`src/rtl/argmax_classifier_if.sv`:
```
// Accelerator-to-host bundle for the argmax classifier: score snapshot input,
// class result handshake output and status flags.
interface argmax_classifier_if #(
  parameter int unsigned NUM_CLASSES = 10,
  parameter int unsigned DATA_W      = 32,
  parameter int unsigned IDX_W       = 4
);
  logic                          acc_ready;
  logic [NUM_CLASSES*DATA_W-1:0] results;
  logic                          class_ack;
  logic                          class_valid;
  logic [IDX_W-1:0]              class_id;
  logic [DATA_W-1:0]             class_score;
  logic                          busy;
  logic                          overrun;

  modport master (
    output acc_ready, results, class_ack,
    input  class_valid, class_id, class_score, busy, overrun
  );

  modport slave (
    input  acc_ready, results, class_ack,
    output class_valid, class_id, class_score, busy, overrun
  );
endinterface

```
`src/rtl/argmax_classifier.sv`:
```
// Snapshots the accelerator's signed class scores on a ready rising edge, scans
// them one per clock and reports the first-occurring maximum via valid/ack.
module argmax_classifier #(
  parameter int unsigned NUM_CLASSES = 10,
  parameter int unsigned DATA_W      = 32,
  parameter int unsigned IDX_W       = 4
) (
  input logic                clk,
  input logic                reset,
  argmax_classifier_if.slave bus
);

  typedef enum logic [1:0] {IDLE, SCAN, DONE} state_t;

  state_t                   state;
  logic                     ready_q;
  logic                     start;
  logic                     do_capture;
  logic signed [DATA_W-1:0] snap [NUM_CLASSES];
  logic signed [DATA_W-1:0] best_val;
  logic [IDX_W-1:0]         best_idx;
  logic [IDX_W-1:0]         scan_idx;
  logic signed [DATA_W-1:0] nxt_val;
  logic [IDX_W-1:0]         nxt_idx;
  logic                     class_valid_r;
  logic [IDX_W-1:0]         class_id_r;
  logic [DATA_W-1:0]        class_score_r;
  logic                     overrun_r;

  assign start = bus.acc_ready & ~ready_q;
  // An ack in DONE frees the engine on the same edge, so a coincident start is taken.
  assign do_capture = start & ((state == IDLE) | ((state == DONE) & bus.class_ack));

  // Strict greater-than keeps the lowest index on ties.
  always_comb begin
    nxt_val = best_val;
    nxt_idx = best_idx;
    if (snap[scan_idx] > best_val) begin
      nxt_val = snap[scan_idx];
      nxt_idx = scan_idx;
    end
  end

  always_ff @(posedge clk or negedge reset) begin
    if (!reset) begin
      state         <= IDLE;
      ready_q       <= 1'b1;
      best_val      <= '0;
      best_idx      <= '0;
      scan_idx      <= '0;
      class_valid_r <= 1'b0;
      class_id_r    <= '0;
      class_score_r <= '0;
      overrun_r     <= 1'b0;
      for (int unsigned k = 0; k < NUM_CLASSES; k++) snap[k] <= '0;
    end else begin
      ready_q <= bus.acc_ready;
      if (start && !do_capture && state != IDLE) overrun_r <= 1'b1;
      if (do_capture) begin
        for (int unsigned k = 0; k < NUM_CLASSES; k++)
          snap[k] <= bus.results[k*DATA_W +: DATA_W];
        best_val      <= bus.results[DATA_W-1:0];
        best_idx      <= '0;
        scan_idx      <= IDX_W'(1);
        class_valid_r <= 1'b0;
        state         <= SCAN;
      end else begin
        case (state)
          SCAN: begin
            best_val <= nxt_val;
            best_idx <= nxt_idx;
            scan_idx <= scan_idx + IDX_W'(1);
            if (scan_idx == IDX_W'(NUM_CLASSES - 1)) begin
              state         <= DONE;
              class_valid_r <= 1'b1;
              class_id_r    <= nxt_idx;
              class_score_r <= nxt_val;
            end
          end
          DONE: begin
            if (bus.class_ack) begin
              class_valid_r <= 1'b0;
              state         <= IDLE;
            end
          end
          default: state <= IDLE;
        endcase
      end
    end
  end

  assign bus.class_valid = class_valid_r;
  assign bus.class_id    = class_id_r;
  assign bus.class_score = class_score_r;
  assign bus.overrun     = overrun_r;
  assign bus.busy        = (state != IDLE);

endmodule
```
`src/flat_wrapper.sv`:
```
// flat-port wrapper written by rule: the top's interface ports become plain ports
module argmax_classifier_flat 
#(
  parameter int unsigned NUM_CLASSES = 10,
  parameter int unsigned DATA_W      = 32,
  parameter int unsigned IDX_W       = 4
)
  (clk, reset, bus_acc_ready, bus_results, bus_class_ack, bus_class_valid, bus_class_id, bus_class_score, bus_busy, bus_overrun);
  argmax_classifier_if #(.NUM_CLASSES(NUM_CLASSES), .DATA_W(DATA_W), .IDX_W(IDX_W)) bus_i ();
  input logic clk;
  input logic reset;
  input wire logic [$bits(bus_i.acc_ready)-1:0] bus_acc_ready;
  input wire logic [$bits(bus_i.results)-1:0] bus_results;
  input wire logic [$bits(bus_i.class_ack)-1:0] bus_class_ack;
  output wire logic [$bits(bus_i.class_valid)-1:0] bus_class_valid;
  output wire logic [$bits(bus_i.class_id)-1:0] bus_class_id;
  output wire logic [$bits(bus_i.class_score)-1:0] bus_class_score;
  output wire logic [$bits(bus_i.busy)-1:0] bus_busy;
  output wire logic [$bits(bus_i.overrun)-1:0] bus_overrun;
  assign bus_i.acc_ready = bus_acc_ready;
  assign bus_i.results = bus_results;
  assign bus_i.class_ack = bus_class_ack;
  assign bus_class_valid = bus_i.class_valid;
  assign bus_class_id = bus_i.class_id;
  assign bus_class_score = bus_i.class_score;
  assign bus_busy = bus_i.busy;
  assign bus_overrun = bus_i.overrun;
  argmax_classifier #(.NUM_CLASSES(NUM_CLASSES), .DATA_W(DATA_W), .IDX_W(IDX_W)) u_core (.clk(clk), .reset(reset), .bus(bus_i));
endmodule
```
`config.mk`:
```
export PLATFORM = sky130hd
export DESIGN_NAME = argmax_classifier_flat
export DESIGN_NICKNAME = d
export VERILOG_FILES = /design/src/rtl/argmax_classifier_if.sv /design/src/rtl/argmax_classifier.sv /design/src/flat_wrapper.sv
export SDC_FILE = /design/constraint.sdc
export NUM_CORES = 1
export LEC_CHECK = 0
export ABC_AREA = 1
export ABC_CLOCK_PERIOD_IN_PS = 4100
export BUFFER_PORTS_ARGS = -buffer_cell sky130_fd_sc_hd__buf_2
export CORE_MARGIN = 1.5
export CORE_UTILIZATION = 56
export DETAILED_ROUTE_END_ITERATION = 12
export PLACE_DENSITY = 0.91
export SLEW_MARGIN = 20
export SYNTH_ARGS = -nofsm -noshare
export SYNTH_HDL_FRONTEND = slang
export SYNTH_SLANG_ARGS = --single-unit
```
`constraint.sdc`:
```
create_clock -name clk -period 4.1 [get_ports clk]
set_input_delay 0.615 -clock clk [delete_from_list [all_inputs] [get_ports clk]]
set_output_delay 0.615 -clock clk [all_outputs]
set_load 0.1 [all_outputs]
```
==> impl_metrics.env <==
export IMPL_root_buffer="clkbuf_16"
export IMPL_synth_top_family_by_area="simple AND/OR/NAND/NOR gates"
export IMPL_vias=19400
export IMPL_yosysMostFrequentCell="nand2_1"
export IMPL_p_comb_share_pct=49.2
export IMPL_setup_viol=0
export IMPL_worst_path_largest_cell_delay_ps=500
export IMPL_setup_tns_ps=0
export IMPL_fmax_mhz=254
export IMPL_rsz0062_at_grt="false"
export IMPL_switching_power_w=0.0103
export IMPL_areaGrowthSynthToFinish_pct=19.3
export IMPL_synth_flop_cell="dfrtp_1"
export IMPL_drive_above_1_share_pct=16.9
export IMPL_cp_arrival_ps=4440
export IMPL_ys_top_cells_by_count="nand2_1, dfrtp_1, o21ai_0, inv_1, nor2_1"
export IMPL_max_cap_violations=0
export IMPL_p_per_area_nw_per_um2=933
export IMPL_slew_headroom_pct=32.1
export IMPL_grt_max_degree=133
export IMPL_start_util_pct=57.0
export IMPL_startpoint_type="register"
export IMPL_die_h_um=190
export IMPL_synthAdderAreaFrac_pct=2.35
export IMPL_htree_num_levels=2
export IMPL_fin_worst_skew_ps=24.0
export IMPL_synth_compound_area_share_pct=9.49
export IMPL_netlist_area_um2=19700
export IMPL_cts_resized=0
export IMPL_synth_top_area_share_pct=50.9
export IMPL_slew_violations=0
export IMPL_cp_startpoint="u_core.scan_idx[0]$_DFFE_PN0P_"
export IMPL_drt_iter0_markers=1758
export IMPL_synth_simple_area_share_pct=30.6
export IMPL_p_int_w=0.0117
export IMPL_die_area_um2=36300
export IMPL_worstPathRequired_ps=4600
export IMPL_cts_sinks=401
export IMPL_place_gp_congestion=0.915
export IMPL_synth_area_leader_cell="dfrtp_1"
export IMPL_max_slew_worst_pin_slew_ps=1020
export IMPL_fin_crit_sh_pct=96.1
export IMPL_grt_pass1_vias=18900
export IMPL_yosysWarningCount=0
export IMPL_syn_nets=2974
export IMPL_clockPowerShare_pct=19.5
export IMPL_yosys_register_bits=401
export IMPL_status="finished clean"
export IMPL_core_area_um2=34500
export IMPL_synth_xor_area_share_pct=0.0445
export IMPL_wl_per_cell_um=18.5
export IMPL_antenna_found_initial=9
export IMPL_cts_buffer_depth=3
export IMPL_ys_types=35
export IMPL_swShare_pct=46.8
export IMPL_track_usage_pct=34.4
export IMPL_ys_async_sr_fraction_pct=100
export IMPL_pin_count=363
export IMPL_drc_errors=0
export IMPL_io_buffers=362
export IMPL_synth_mux_area_share_pct=0
export IMPL_cts_buffers=43
export IMPL_firstDrtPassIters=7
export IMPL_hold_viol_final=0
export IMPL_cts_tree="built"
export IMPL_post_cts_buffers=0
export IMPL_fin_nets=3258
export IMPL_ys_seq_area_share_pct=51.0
export IMPL_path_max_fanout=54
export IMPL_cpMaxStageDelayCell="dfrtp_4"
export IMPL_utilization_pct=68.0
export IMPL_syn_avg_cell_area_um2=7.53
export IMPL_wl_mm=62.8
export IMPL_clk_insertion_delay_late_ps=560
export IMPL_path_cells="clkinv_8 -> buf_12 -> o21ai_0 -> o211ai_1 -> nand3_1 -> nand2_1 -> ha_1 -> nand2_1 -> inv_1 -> nand3_1 -> nor2_1 -> nand2_1 -> nand2_1 -> nand2_2 -> nand3_4 -> buf_4 -> nand4_1 -> nand3_1 -> nand2_1 -> inv_1"
export IMPL_clk_pin_slew_ps=60
export IMPL_min_path_type="input pin to async pin"
export IMPL_path_class="register to register"
export IMPL_reg2reg_from="u_core.scan_idx[0]$_DFFE_PN0P_"
export IMPL_cpMostUsedCell="nand2_1"
export IMPL_peakVddDrop_mv=0.756
export IMPL_grt_overflow_total=0
export IMPL_syn_inst=2613
export IMPL_synth_area_top_cells="dfrtp_1, nand2_1, o21ai_0, inv_1, ha_1"
export IMPL_final_antenna_net_count=0
export IMPL_dp_hpwl_mm=41.1
export IMPL_synth_edff_count=0
export IMPL_postCtsHoldBufs=0
export IMPL_power_frac_seq_pct=31.3
export IMPL_period_needed_ps=3940
export IMPL_endpoint_kind="register"
export IMPL_power_leakage_nw=13.0
export IMPL_num_rows=68
export IMPL_via_per_inst=5.72
export IMPL_die_w_um=190
export IMPL_grt_pass1_wl_mm=97.3
## critical path: cells and delay by family, from the launching register on
kind	cells	cell delay, ps
and+or+nand+nor	12	1500
buffers and inverters	5	960
AOI/OAI and AO/OA	2	560
DFF	1	500
adders and majority gates	1	310
## area by class of cell
type                       count  area [um2]
fill                        2798       11100
sequential                   401       10000
multi-input combinational   1892        8400
timing repair buffer         401        2280
clock buffer                  64        1310
inverter                     158         613
tap                          455         569
clock inverter                14         251
antenna                        8        20.0
## power groups by stage
stage / sequential, W / combinational (W) / clock [W]
6_report: 0.00686 / 0.0108 / 0.00427
5_1_grt: 0.00702 / 0.0119 / 0.00446
4_1_cts: 0.00680 / 0.0104 / 0.00430
3_5_place_dp: 0.00683 / 0.0103 / 0
3_3_place_gp: 0.00677 / 0.00993 / 0
2_1_floorplan: 0.00741 / 0.00686 / 0
## kinds of logic (layout without fill, tap and decap cells)
kind of cell             Yosys count  after routing
AND/OR/NAND/NOR                 1531           1532
flip-flops                       401            401
XOR/XNOR                           1              1
AO/OA/AOI/OAI                    322            322
adder cells (fa/ha/maj)           37             37
other                              0              8
buffers and inverters            321            637
## flip-flops by register name, summed over array words and instances, names as in the netlist
signal,flops
u_core.bus.class_score,32
u_core.bus.class_valid,1
u_core.bus.overrun,1
u_core.best_idx,4
u_core.state,2
u_core.bus.class_id,4
u_core.snap,320
u_core.ready_q,1
u_core.scan_idx,4
u_core.best_val,32
## worst paths after layout
path | to | slack, ps | cells past startpoint
setup reg to reg | u_core.best_val[8]$_DFFE_PN0P_ | 160 | 20
hold / removal | u_core.best_val[27]$_DFFE_PN0P_ | 130 | 1
setup / recovery | u_core.best_val[8]$_DFFE_PN0P_ | 160 | 20
hold reg to reg | u_core.bus.overrun$_DFFE_PN0P_ | 470 | 1
min in group clk | u_core.ready_q$_DFF_PN1_ | 180 | 1
max in group asynchronous | u_core.snap[265]$_DFFE_PN0P_ | 2940 | 2
## cell usage in the layout (no fill, tap or decap), types with 33 or more instances in the layout
| cell | instances |
|---|---|
| nand2_1 | 1299 |
| dfrtp_1 | 398 |
| buf_2 | 361 |
| o21ai_0 | 160 |
| inv_1 | 152 |
| nor2_1 | 105 |
| nand3_1 | 75 |
| a21oi_1 | 50 |
| clkbuf_16 | 46 |
| nand4_1 | 38 |
| ha_1 | 37 |
| o22ai_1 | 33 |
## per-layer routing
layer | vias to the layer above | global-route usage [%] | wire (um)
met5 | - | 0 | 13
met4 | 2 | 24.2 | 4580
met3 | 258 | 5.23 | 5360
met2 | 1117 | 55.2 | 29300
met1 | 9199 | 42.8 | 23600
li1 | 8832 | - | -
## stage by stage
stage / instance area [um2] / power (W) / cells / hold WS, ps / setup slack [ps]
2_1_floorplan: 19700 / 0.0143 / 2613 / 319 / 1150
3_3_place_gp: 21800 / 0.0167 / 3305 / 437 / 245
3_5_place_dp: 21800 / 0.0171 / 3305 / 456 / 83.6
4_1_cts: 23400 / 0.0215 / 3383 / 170 / 57.9
5_1_grt: 23500 / 0.0234 / 3393 / 171 / 21.4
6_report: 23500 / 0.0219 / 3393 / 135 / 159
(Power assumes the default switching activity.)
